==> config.mk <==
export PLATFORM = sky130hd
export DESIGN_NAME = cam_match_ctrl
export DESIGN_NICKNAME = d
export VERILOG_FILES = /design/src/rtl/cam_match_ctrl.sv
export SDC_FILE = /design/constraint.sdc
export NUM_CORES = 1
export LEC_CHECK = 0
export ABC_AREA = 1
export BUFFER_PORTS_ARGS = -buffer_cell sky130_fd_sc_hd__buf_4
export CAP_MARGIN = 5
export CORE_MARGIN = 3
export CORE_UTILIZATION = 52
export CTS_CLUSTER_DIAMETER = 50
export DETAILED_ROUTE_END_ITERATION = 8
export GPL_ROUTABILITY_DRIVEN = 0
export PLACE_DENSITY = 0.8
export SLEW_MARGIN = 15
export SYNTH_ARGS = -nofsm -noshare
export SYNTH_HDL_FRONTEND = slang
export SYNTH_SLANG_ARGS = --single-unit
==> constraint.sdc <==
create_clock -name clk -period 2.2 [get_ports clk]
set_input_delay 0.22 -clock clk [delete_from_list [all_inputs] [get_ports clk]]
set_output_delay 0.22 -clock clk [all_outputs]
set_load 0.01 [all_outputs]
==> src/rtl/cam_match_ctrl.sv <==
// Sequencer for the multi-image CAM match array: loads reference images into slots,
// streams a query in match mode, waits for the array to drain and reports the first match.
module cam_match_ctrl #(
    parameter int ADDR_WIDTH   = 15,
    parameter int DATA_WIDTH   = 24,
    parameter int NO_OF_IMG    = 2,
    parameter int IDX_WIDTH    = 1,
    parameter int DRAIN_CYCLES = 4
) (
    input  logic                  clk,
    input  logic                  reset,
    input  logic                  cmd_load,
    input  logic                  cmd_query,
    input  logic [IDX_WIDTH-1:0]  cmd_sel,
    input  logic [ADDR_WIDTH-1:0] cmd_size,
    input  logic                  s_valid,
    output logic                  s_ready,
    input  logic [DATA_WIDTH-1:0] s_data,
    output logic [NO_OF_IMG-1:0]  cam_we,
    output logic                  cam_match_en,
    output logic                  cam_clr,
    output logic [ADDR_WIDTH-1:0] cam_size,
    output logic [ADDR_WIDTH-1:0] cam_addr,
    output logic [DATA_WIDTH-1:0] cam_din,
    input  logic [NO_OF_IMG-1:0]  cam_match,
    output logic                  busy,
    output logic                  done,
    output logic                  hit,
    output logic [IDX_WIDTH-1:0]  hit_idx,
    output logic                  err
);

    localparam int DW = $clog2(DRAIN_CYCLES + 1);

    typedef enum logic [2:0] {IDLE, LOAD, CLEAR, QUERY, DRAIN, REPORT} state_t;

    state_t                  state_reg, state_next;
    logic [ADDR_WIDTH-1:0]   cnt_reg, cnt_next;
    logic [ADDR_WIDTH-1:0]   size_reg, size_next;
    logic [IDX_WIDTH-1:0]    sel_reg, sel_next;
    logic [DW-1:0]           drain_reg, drain_next;
    logic                    ready_reg, ready_next;
    logic [NO_OF_IMG-1:0]    we_reg, we_next;
    logic                    match_en_reg, match_en_next;
    logic                    clr_reg, clr_next;
    logic [ADDR_WIDTH-1:0]   addr_reg, addr_next;
    logic [DATA_WIDTH-1:0]   din_reg, din_next;
    logic                    busy_reg, busy_next;
    logic                    done_reg, done_next;
    logic                    hit_reg, hit_next;
    logic [IDX_WIDTH-1:0]    hit_idx_reg, hit_idx_next;
    logic                    err_reg, err_next;
    logic                    handshake;
    logic                    last_pixel;
    logic [IDX_WIDTH-1:0]    lowest_idx;

    assign handshake  = s_valid & ready_reg;
    assign last_pixel = (cnt_reg == size_reg - ADDR_WIDTH'(1));

    // Descending scan so the lowest set bit is the one left standing.
    always_comb begin
        lowest_idx = '0;
        for (int i = NO_OF_IMG - 1; i >= 0; i--) begin
            if (cam_match[i]) lowest_idx = IDX_WIDTH'(i);
        end
    end

    always_comb begin
        state_next   = state_reg;
        cnt_next     = cnt_reg;
        size_next    = size_reg;
        sel_next     = sel_reg;
        drain_next   = drain_reg;
        we_next      = '0;
        addr_next    = addr_reg;
        din_next     = din_reg;
        done_next    = 1'b0;
        hit_next     = hit_reg;
        hit_idx_next = hit_idx_reg;
        err_next     = 1'b0;

        case (state_reg)
            IDLE: begin
                if (cmd_load) begin
                    if (cmd_size != '0 && int'(cmd_sel) < NO_OF_IMG) begin
                        size_next  = cmd_size;
                        sel_next   = cmd_sel;
                        cnt_next   = '0;
                        state_next = LOAD;
                    end else begin
                        err_next = 1'b1;
                    end
                end else if (cmd_query) begin
                    if (cmd_size != '0) begin
                        size_next  = cmd_size;
                        state_next = CLEAR;
                    end else begin
                        err_next = 1'b1;
                    end
                end
            end
            LOAD: begin
                if (handshake) begin
                    we_next   = NO_OF_IMG'(1) << sel_reg;
                    addr_next = cnt_reg;
                    din_next  = s_data;
                    if (last_pixel) begin
                        cnt_next   = '0;
                        state_next = IDLE;
                    end else begin
                        cnt_next = cnt_reg + ADDR_WIDTH'(1);
                    end
                end
            end
            CLEAR: begin
                cnt_next   = '0;
                state_next = QUERY;
            end
            QUERY: begin
                if (handshake) begin
                    addr_next = cnt_reg;
                    din_next  = s_data;
                    if (last_pixel) begin
                        cnt_next   = '0;
                        drain_next = DW'(DRAIN_CYCLES);
                        state_next = DRAIN;
                    end else begin
                        cnt_next = cnt_reg + ADDR_WIDTH'(1);
                    end
                end
            end
            DRAIN: begin
                if (drain_reg == '0) begin
                    hit_next     = |cam_match;
                    hit_idx_next = lowest_idx;
                    done_next    = 1'b1;
                    state_next   = REPORT;
                end else begin
                    drain_next = drain_reg - DW'(1);
                end
            end
            REPORT:  state_next = IDLE;
            default: state_next = IDLE;
        endcase

        // Status outputs are registered against the upcoming state so they line up with it.
        ready_next    = (state_next == LOAD) || (state_next == QUERY);
        match_en_next = (state_next == QUERY) || (state_next == DRAIN);
        clr_next      = (state_next == CLEAR);
        busy_next     = (state_next != IDLE);
    end

    always_ff @(posedge clk) begin
        if (reset) begin
            state_reg    <= IDLE;
            cnt_reg      <= '0;
            size_reg     <= '0;
            sel_reg      <= '0;
            drain_reg    <= '0;
            ready_reg    <= 1'b0;
            we_reg       <= '0;
            match_en_reg <= 1'b0;
            clr_reg      <= 1'b0;
            addr_reg     <= '0;
            din_reg      <= '0;
            busy_reg     <= 1'b0;
            done_reg     <= 1'b0;
            hit_reg      <= 1'b0;
            hit_idx_reg  <= '0;
            err_reg      <= 1'b0;
        end else begin
            state_reg    <= state_next;
            cnt_reg      <= cnt_next;
            size_reg     <= size_next;
            sel_reg      <= sel_next;
            drain_reg    <= drain_next;
            ready_reg    <= ready_next;
            we_reg       <= we_next;
            match_en_reg <= match_en_next;
            clr_reg      <= clr_next;
            addr_reg     <= addr_next;
            din_reg      <= din_next;
            busy_reg     <= busy_next;
            done_reg     <= done_next;
            hit_reg      <= hit_next;
            hit_idx_reg  <= hit_idx_next;
            err_reg      <= err_next;
        end
    end

    assign s_ready      = ready_reg;
    assign cam_we       = we_reg;
    assign cam_match_en = match_en_reg;
    assign cam_clr      = clr_reg;
    assign cam_size     = size_reg;
    assign cam_addr     = addr_reg;
    assign cam_din      = din_reg;
    assign busy         = busy_reg;
    assign done         = done_reg;
    assign hit          = hit_reg;
    assign hit_idx      = hit_idx_reg;
    assign err          = err_reg;

endmodule
==> results of run 1 <==
[cell type report]
| class | count | area share |
|---|---|---|
| repair buffers | 122 | 0.1785 |
| clock buffers | 11 | 0.02911 |
| well taps | 99 | 0.02382 |
| flip-flops and latches | 86 | 0.3312 |
| multi-input cells | 403 | 0.3880 |
| clock inverters | 5 | 0.007698 |
| inverters | 57 | 0.04162 |
[what timing repair did]
action | CTS | global route
endpoints found under the hold margin | 0 | 0
buffers inserted | 0 | 1
gates resized for setup | 0 | 2
endpoints found under the setup margin | 0 | 17
[layer usage]
metal / routed length [um] / share of wire / vias to the layer above
met5: 0 / 0 / -
met4: 99 / 0.0098 / 0
met3: 935 / 0.092 / 7
met2: 4581 / 0.45 / 135
met1: 4492 / 0.44 / 1805
li1: - / - / 2028
[where the power goes]
part	internal (uW)	total (uW)	switching (uW)
sequential	1650	1740	89.0
clock	483	1080	596
combinational	366	866	500
[tightest hold or removal path: stages]
cell    delay [ns]
buf_4         0.08
nor2_1        0.03
nor2_1        0.08
[final timing paths]
check	endpoint
worst max register to register	cnt_reg[13]
worst max-delay path	cnt_reg[13]
worst min-delay path	cam_din[21]
worst min register to register	cam_we[0]
[through the flow]
stage / util / instance area, um^2 / instances / setup slack, ns / hold slack, ns
6_report: 0.7058 / 5201 / 783 / 0.1874 / 0.07993
3_5_place_dp: 0.6783 / 4999 / 766 / 0.1779 / 0.4049
3_3_place_gp: 0.6783 / 4999 / 766 / 0.2208 / 0.3994
2_1_floorplan: - / 4034 / 565 / 0.1947 / 0.3549
5_1_grt: 0.7058 / 5201 / 783 / 0.0009950 / 0.06297
4_1_cts: 0.7042 / 5190 / 782 / 0.1546 / 0.07404
[kinds of logic (layout without fill, tap and decap cells)]
| family | after synthesis | in the layout | synth area share |
|---|---|---|---|
| compound gates | 101 | 101 | 0.1303 |
| xor+xnor | 15 | 15 | 0.03257 |
| fa+ha+maj | 4 | 4 | 0.01241 |
| buf+inv | 76 | 195 | 0.07351 |
| flops | 86 | 86 | 0.4268 |
| simple gates | 283 | 283 | 0.3244 |
[placed cells by master, fill, tap and decap left out, types with 2 or more instances in the layout]
master	n
nand3_2	2
inv_1	52
nand2_1	100
nor2_1	104
buf_4	121
a21oi_2	2
ha_1	3
nand2_2	7
a21oi_1	33
dfxtp_1	85
nor3b_2	3
nand3_1	22
nor2_4	3
inv_6	2
xnor2_1	6
nor3_2	3
nand3b_1	4
xor2_1	9
clkbuf_8	11
clkinv_4	2
o21ai_1	2
nor3_1	8
nor2_2	15
inv_2	3
o21ai_0	60
nand4_1	3
nor4_1	2
==> run summary, run 1 <==
Syn Inst Count - 565
GRT Overall Usage - 0.2349
Syn avg cell area - 7.140 um^2
Global route hottest layer - met2
CP max stage delay - 0.34 ns
Ys async rst share - 0
CTS tree - built
Layout area overhead - 28.94%
Vias/cell - 5.077
Met1 usage - 0.2934
Synth Warn # - 0
Critical path class - register to register
Worst setup EP type - register
Fill count - 618
Top-area cell type share of the netlist area - 0.4268
Leakage - 0.002473 uW
Core Region - 7370 um^2
Pwr Total - 3681 uW
CTS sink count - 86
Routed vias - 3975
Startpoint types - register
Met2 Use GR - 0.3797
Initial DRC Count - 182
Layout cells sized above 1 - 0.2690
Post-Route WL - 10110 um
Detailed placement HPWL - 7537 um
Worst Hold Depth - 3
Status - complete, no violations
R2r worst-path depth - 16
Hold_buf cts - 0
Register area - 1723 um^2
Wire per inst - 12.91 um
Arr. time, crit path - 2.25 ns
WP data required - 2.44 ns
CTS buffer count - 9
DRC errors left - 0
Worst path cell trace - inv_1 -> ha_2 -> inv_1 -> nand2_1 -> nand2_1 -> nor2_1 -> nand3_1 -> nor2_1 -> nand3_2 -> nor2_4 -> nand2_2 -> nand2_2 -> nand2_2 -> nand2_2 -> buf_12 -> nor3_1
Pwr dens - 707.7 nW/um^2
Vias in the first global route - 3749
Count of input and output buffers - 110
Final hold vios - 0
Bufs and invs on worst path - 3
Setup TNS - 0 ns
Worst r2r src - cam_size[1]
Die area - 8850 um^2
CP Launch Point - cam_size[1]
Slew @ Worst Pin - 0.4252 ns
Fin crit share - 0.9148
Reg clk slew, reported paths - 0.09 ns
Slowest cell on the critical path - dfxtp_2
Antenna cells - 0
First-pass GRT wire length - 16650 um
Register area share after synthesis - 0.4268
Commonest cells in the netlist - nor2_1 (104), nand2_1 (100), dfxtp_1 (86)
Largest register FFs - 24
Syn_nets - 616
FF+latch count, synth - 86
RSZ-0062 raised after global routing - no
Ys flop type - dfxtp_1
Number of cells on the critical path - 16
Fmax - 496.9 MHz
Crit path max fanout - 11
Multi-input gate area - 2018 um^2
Biggest area consumer among synthesized cells - dfxtp_1
Row count - 31
Max-slew headroom - 0.7165
H-tree depth - 3
Endpoints failing setup - 0
TritonRoute pass-1 iters - 5
NumNets Final - 730
Hold path startpoint - s_data[21]
Final Slew Violations - 0
Fin Clk Skew - 0.01166 ns
Most common cell in the netlist - nor2_1
Post-route antenna net violation count - 0
Tmin final - 2.013 ns
Starting density of the core - 0.5474
Worst reg-to-reg setup slack - 0.19 ns
Clk Latency, worst-skew pair - 0.36 ns
Synthesized area - 4034 um^2
Largest net degree at the start of global routing - 53
GR Overflow Total - 0
Die width - 94.08 um
Boundary Pins - 111
Area contributors post-synth - dfxtp_1 (43%), nor2_1 (9.7%), nand2_1 (9.3%)
CTS Root Cell - clkbuf_8
Cell variety after synth - 39
Max VDD drop - 449.0 uV
Die Span Y - 94.08 um
Met3 Use GR - 0.08574
MaxCap Viol Count - 0
Worst path most repeated cell - nand2_2
EDFF count, synth - 0
CTS Buffer Depth - 2
Worst Hold Class - primary input to register
Crit path max-delay family - simple AND/OR/NAND/NOR gates
Initial antenna violation count - 0
Note: power is estimated with default switching activity, not from simulation.
==> inputs of run 2 (changes only) <==
--- a/config.mk
+++ b/config.mk
@@ -14,6 +14,7 @@
 export DETAILED_ROUTE_END_ITERATION = 8
 export GPL_ROUTABILITY_DRIVEN = 0
 export PLACE_DENSITY = 0.8
+export RECOVER_POWER = 50
 export SLEW_MARGIN = 15
 export SYNTH_ARGS = -nofsm -noshare
 export SYNTH_HDL_FRONTEND = slang
==> constraint.sdc (replaced) <==
create_clock -name clk -period 2.2 [get_ports clk]
set_input_delay 0.11 -clock clk [delete_from_list [all_inputs] [get_ports clk]]
set_output_delay 0.11 -clock clk [all_outputs]
set_load 0.01 [all_outputs]
==> run summary, run 2 (synthesized netlist as in run 1, its figures left out) <==
WHS Endpoint - cam_size[14]
R2r worst-path depth - 16 (unchanged)
Slowest cell on the critical path - dfxtp_2
Crit path max-delay family - simple AND/OR/NAND/NOR gates
Fin crit share - 0.9227 (+0.007936)
CTS buffer count - 9 (unchanged)
Hold path startpoint - cmd_size[14]
Detailed placement HPWL - 7545 um (+0.10%)
FF-to-FF End - cnt_reg[3]
Starting density of the core - 0.5474 (unchanged)
Vias/cell - 5.126 (+0.97%)
Clk Latency, worst-skew pair - 0.36 ns (about the same)
Reg clk slew, reported paths - 0.09 ns (about the same)
Die area - 8850 um^2 (unchanged)
Count of input and output buffers - 110 (unchanged)
Setup TNS - 0 ns (unchanged)
Leakage - 0.002336 uW (-5.5%)
Most frequent cells in the layout - nor2_1 (103), nand2_1 (100), dfxtp_1 (85)
Startpoint types - register
Layout area overhead - 31.08%
MaxCap Viol Count - 0 (unchanged)
First-pass GRT wire length - 17990 um (+8.0%)
Crit path max fanout - 5 (-6)
Largest register FFs - 24 (unchanged)
Sw Ratio - 0.3266 (+0.004616)
Commonest non-fill, non-tap cell in the layout - nor2_1
NumNets Final - 758 (+3.8%)
Worst reg-to-reg setup slack - 0.17 ns (-0.02 ns)
Routed vias - 4157 (+4.6%)
CTS Buffer Depth - 2 (unchanged)
Initial antenna violation count - 0 (unchanged)
Met2 routed WL - 5151 um (+12%)
Initial DRC Count - 262 (+44%)
Multi-input gate area - 2041 um^2 (+1.1%)
Boundary Pins - 111 (unchanged)
Final hold vios - 0 (unchanged)
Post-route antenna net violation count - 0 (unchanged)
Vias in the first global route - 4083 (+8.9%)
Switching pwr - 1233 uW (+4.0%)
Fill count - 637 (+3.1%)
Arr. time, crit path - 2.29 ns (+0.04 ns)
Final Slew Violations - 0 (unchanged)
CTS sink count - 86 (unchanged)
DR WL met3 - 870 um (-7.0%)
Worst Hold Depth - 3 (unchanged)
Cell Count Post-Placement - 765 (-0.13%)
CTS tree - built
Worst Hold Class - primary input to register
WP data required - 2.46 ns (+0.02 ns)
Max-slew headroom - 0.5867 (-0.1298)
Max VDD drop - 410.4 uV (-8.6%)
RSZ-0062 raised after global routing - no
DRC errors left - 0 (unchanged)
Gate power share - 0.233 (-0.002)
Bufs and invs on worst path - 3 (unchanged)
Layout cells sized above 1 - 0.1685 (-0.1005)
Row count - 31 (unchanged)
Worst r2r src - cam_size[1]
CP max stage delay - 0.34 ns (about the same)
DRT met1 WL - 4689 um (+4.4%)
Die width - 94.08 um (unchanged)
Wire per inst - 13.46 um (+4.3%)
Tmin final - 2.030 ns (+0.01746 ns)
GR Overflow Total - 0 (unchanged)
Antenna cells - 0 (unchanged)
Slew @ Worst Pin - 0.6193 ns (+0.1940 ns)
Internal power - 2542 uW (+1.9%)
Post-Route WL - 10920 um (+8.0%)
Finished Layout Cells - 811 (+3.6%)
Portion of total power attributed to sequential cells - 0.460 (-0.012)
Worst setup EP type - register
Core Region - 7370 um^2 (unchanged)
GRT Overall Usage - 0.2541 (+0.01920)
TritonRoute pass-1 iters - 4 (-1)
Fin Clk Skew - 0.01046 ns (-0.001194 ns)
CTS Root Cell - clkbuf_8
H-tree depth - 3 (unchanged)
Worst path cell trace - inv_1 -> ha_4 -> nand3_4 -> nor2_4 -> nand2_1 -> nand2_1 -> nand2_1 -> inv_1 -> nand3_2 -> nor2_4 -> nand2_2 -> nand2_2 -> nand2_2 -> nand2_4 -> clkbuf_16 -> nor2_2
Endpoints failing setup - 0 (unchanged)
DR top layer - met4
Die Span Y - 94.08 um (unchanged)
Status - complete, no violations
Fmax - 492.6 MHz (-0.86%)
Pwr dens - 714.0 nW/um^2 (+0.89%)
Register area - 1723 um^2 (unchanged)
Critical path class - register to register
Largest net degree at the start of global routing - 53 (unchanged)
Clk pwr share - 0.307 (+0.014)
==> run 2: worst reg2reg max path, cell delays in order, from the launching register on <==
cell and delay, ns:
dfxtp_2 0.34, inv_1 0.13, ha_4 0.17, nand3_4 0.12, nor2_4 0.15, nand2_1 0.07
nand2_1 0.06, nand2_1 0.06, inv_1 0.07, nand3_2 0.08, nor2_4 0.16, nand2_2 0.07
nand2_2 0.06, nand2_2 0.08, nand2_4 0.10, clkbuf_16 0.17, nor2_2 0.04
==> run 2: final cells by class <==
class	count	share of cell area
Sequential cell	86	0.3258
Inverter	57	0.04094
Clock inverter	7	0.01514
Multi-Input combinational cell	403	0.3859
Tap cell	99	0.02343
Timing Repair Buffer	150	0.1853
Clock buffer	9	0.02343
==> run 2: how the worst max path moves through the flow <==
stage / start / end / slack (ns) / cells past startpoint
5_1_grt: cam_size[1] / cnt_reg[13] / 0.04 / 16
4_1_cts: cam_size[1] / cnt_reg[13] / 0.12 / 16
2_1_floorplan: cam_size[0] / cnt_reg[8] / 0.19 / 16
6_report: cam_size[1] / cnt_reg[3] / 0.17 / 16
3_3_place_gp: cam_size[1] / cnt_reg[13] / 0.21 / 16
3_5_place_dp: cam_size[1] / cnt_reg[13] / 0.15 / 16
==> run 2: power by group through the flow <==
| stage | clock [uW] | sequential [uW] | combinational, uW |
|---|---|---|---|
| floorplan | 0 | 1790 | 504 |
| global placement | 0 | 1770 | 838 |
| detailed placement | 0 | 1770 | 856 |
| CTS | 1180 | 1740 | 901 |
| global route | 1250 | 1750 | 987 |
| finish | 1160 | 1740 | 881 |
==> run 2: per-stage QoR <==
step / hold slack [ns] / utilization / cell area, um^2 / worst slack [ns] / total power (uW)
2_1_floorplan: 0.2449 / - / 4034 / 0.1947 / 2295
3_3_place_gp: 0.3310 / 0.6773 / 4991 / 0.2087 / 2605
3_5_place_dp: 0.3363 / 0.6773 / 4991 / 0.1491 / 2629
4_1_cts: 0.002028 / 0.7430 / 5475 / 0.1203 / 3815
5_1_grt: 0.008196 / 0.7175 / 5288 / 0.03648 / 3989
6_report: 0.004547 / 0.7175 / 5288 / 0.1700 / 3775
==> run 2: routing by layer <==
layer,vias to the layer above,track usage
met2,144,0.4246
met4,0,0.09747
met1,1901,0.3079
li1,2093,-
met5,-,0
met3,19,0.07292
==> run 2: what timing repair did <==
item                                   CTS  global route
resized for setup                        0             6
hold buffers                            28             0
setup buffers                            0             1
setup endpoints to repair                0            20
endpoints found under the hold margin   33             0
==> inputs of run 3 (changes only) <==
--- a/config.mk
+++ b/config.mk
@@ -13,7 +13,7 @@
 export CTS_CLUSTER_DIAMETER = 50
 export DETAILED_ROUTE_END_ITERATION = 8
 export GPL_ROUTABILITY_DRIVEN = 0
-export PLACE_DENSITY = 0.8
+export PLACE_DENSITY = 0.85
 export RECOVER_POWER = 50
 export SLEW_MARGIN = 15
 export SYNTH_ARGS = -nofsm -noshare
==> run summary, run 3 (synthesized netlist as in run 1, its figures left out) <==
First-pass GRT wire length - 18370 um (+2.1%)
Slowest cell on the critical path - dfxtp_2
NumNets Final - 759 (+0.13%)
CTS sink count - 86 (unchanged)
Fin crit share - 0.9047 (-0.01800)
Crit path max fanout - 5 (unchanged)
Reg clk slew, reported paths - 0.09 ns (about the same)
WP data required - 2.44 ns (-0.02 ns)
Pwr dens - 709.3 nW/um^2 (-0.65%)
Count of input and output buffers - 110 (unchanged)
Wire per inst - 13.90 um (+3.3%)
Bufs and invs on worst path - 3 (unchanged)
Max VDD drop - 497.7 uV (+21%)
Fill count - 635 (-0.31%)
Commonest non-fill, non-tap cell in the layout - nor2_1
Die area - 8850 um^2 (unchanged)
Starting density of the core - 0.5474 (unchanged)
Worst setup EP type - register
Layout cells sized above 1 - 0.1781 (+0.009581)
Arr. time, crit path - 2.23 ns (-0.06 ns)
Worst path cell trace - inv_2 -> ha_4 -> inv_1 -> nand2_1 -> nand2_1 -> nor2_1 -> nand3_1 -> nor2_2 -> nand3_2 -> nor2_4 -> nand2_2 -> nand2_2 -> nand2_4 -> nand2_4 -> clkbuf_16 -> nor2_2
Placed Area - 4999 um^2 (+0.15%)
CTS buffer count - 9 (unchanged)
Max-slew headroom - 0.5749 (-0.01179)
Worst r2r src - cam_size[1]
Die width - 94.08 um (unchanged)
GRT Overall Usage - 0.2605 (+0.006426)
Most frequent cells in the layout - nor2_1 (104), nand2_1 (95), dfxtp_1 (85)
Die Span Y - 94.08 um (unchanged)
Initial DRC Count - 257 (-1.9%)
Antenna cells - 0 (unchanged)
Routed vias - 4222 (+1.6%)
CTS tree - built
Crit path max-delay family - simple AND/OR/NAND/NOR gates
Row count - 31 (unchanged)
Largest register FFs - 24 (unchanged)
Status - complete, no violations
Leakage - 0.002351 uW (+0.62%)
Fmax - 502.4 MHz (+2.0%)
Largest net degree at the start of global routing - 43 (-19%)
Number of cells on the critical path - 16 (unchanged)
Slew @ Worst Pin - 0.6353 ns (+0.01602 ns)
DRC errors left - 0 (unchanged)
R2r worst-path depth - 16 (unchanged)
Post-route antenna net violation count - 0 (unchanged)
Worst Hold Class - primary input to register
Setup TNS - 0 ns (unchanged)
Vias/cell - 5.200 (+1.4%)
Critical path class - register to register
Worst reg-to-reg setup slack - 0.21 ns (+0.04 ns)
Post-Route WL - 11290 um (+3.4%)
Final design utilization - 0.7226 (+0.005094)
Clk Latency, worst-skew pair - 0.35 ns (about the same)
Initial antenna violation count - 0 (unchanged)
TritonRoute pass-1 iters - 6 (+2)
Setup crit end - cnt_reg[4]
CP Launch Point - cam_size[1]
Core Region - 7370 um^2 (unchanged)
Tmin final - 1.990 ns (-0.03960 ns)
RSZ-0062 raised after global routing - no
MaxCap Viol Count - 0 (unchanged)
Startpoint types - register
Final hold vios - 0 (unchanged)
H-tree depth - 3 (unchanged)
GR Overflow Total - 0 (unchanged)
Pwr Total - 3777 uW (about the same)
Vias in the first global route - 4118 (+0.86%)
Post CTS Setup Buffer Count - 0 (unchanged)
Layout area overhead - 32.01%
Finished Cell Area - 5325 um^2 (+0.71%)
CTS Buffer Depth - 2 (unchanged)
Boundary Pins - 111 (unchanged)
Detailed placement HPWL - 7962 um (+5.5%)
CP max stage delay - 0.36 ns (+0.02 ns)
Endpoints failing setup - 0 (unchanged)
FF-to-FF End - cnt_reg[4]
Final Slew Violations - 0 (unchanged)
Fin Clk Skew - 0.009156 ns (-0.001308 ns)
CTS Root Cell - clkbuf_8
run 3: changes by cell type in the layout (fill, tap and decap cells not counted), moves of 2 or more:
cell | before | now
nand2_1 | 100 | 95
nand2_2 | 6 | 10
buf_4 | 53 | 56
clkbuf_8 | 9 | 11
inv_6 | 2 | 0
nand3_1 | 22 | 20
nand3_2 | 2 | 4
run 3: worst reg2reg max path, stage by stage (launching register included):
cell       delay (ns)
dfxtp_2          0.36
inv_2            0.06
ha_4             0.26
inv_1            0.03
nand2_1          0.05
nand2_1          0.04
nor2_1           0.09
nand3_1          0.11
nor2_2           0.12
nand3_2          0.09
nor2_4           0.17
nand2_2          0.08
nand2_2          0.08
nand2_4          0.07
nand2_4          0.09
clkbuf_16        0.15
nor2_2           0.03
run 3: repair_timing:
action                                  4_1_cts  5_1_grt
hold buffers                                 29        0
endpoints found under the hold margin        32        0
endpoints found under the setup margin        0       17
gates resized for setup                       0       15
run 3: layout make-up:
class	instances	area (um^2)	area share
Clock inverter	3	42.54	0.007989
Clock buffer	13	158.9	0.02984
Timing Repair Buffer	151	996.0	0.1870
Multi-Input combinational cell	403	2064	0.3877
Sequential cell	86	1723	0.3235
Tap cell	99	123.9	0.02326
Inverter	57	216.5	0.04065
run 3: per-stage QoR:
stage | worst slack, ns | hold WS (ns) | cells
2_1_floorplan | 0.1947 | 0.2449 | 565
3_3_place_gp | 0.2183 | 0.3306 | 766
3_5_place_dp | 0.1137 | 0.3378 | 766
4_1_cts | 0.1058 | 0.0008869 | 811
5_1_grt | 0.01575 | 0.01338 | 812
6_report | 0.2096 | 0.01244 | 812
run 3: how the worst min path moves through the flow:
stage | to | cells past startpoint | startpoint | slack [ns]
6_report | hit_idx | 3 | cam_match[0] | 0.01
3_5_place_dp | cam_din[22] | 3 | s_data[22] | 0.34
5_1_grt | hit_idx | 3 | cam_match[0] | 0.01
2_1_floorplan | cam_din[0] | 2 | s_data[0] | 0.24
4_1_cts | hit_idx | 3 | cam_match[0] | 0.0009
3_3_place_gp | cam_din[3] | 3 | s_data[3] | 0.33
run 3: report_power, final:
group	leakage (uW)	switching [uW]	internal [uW]	total, uW
logic	0.00155	543	362	905
clock network	0.0000996	546	587	1130
registers	0.000700	93.4	1650	1740
total	0.00235	1180	2600	3780
run 3: layer usage:
metal,track usage,vias up,share of wire
met2,0.4488,179,0.50
met1,0.3090,1922,0.40
met5,0,-,0
met3,0.07212,23,0.083
li1,-,2098,-
met4,0.09266,0,0.018
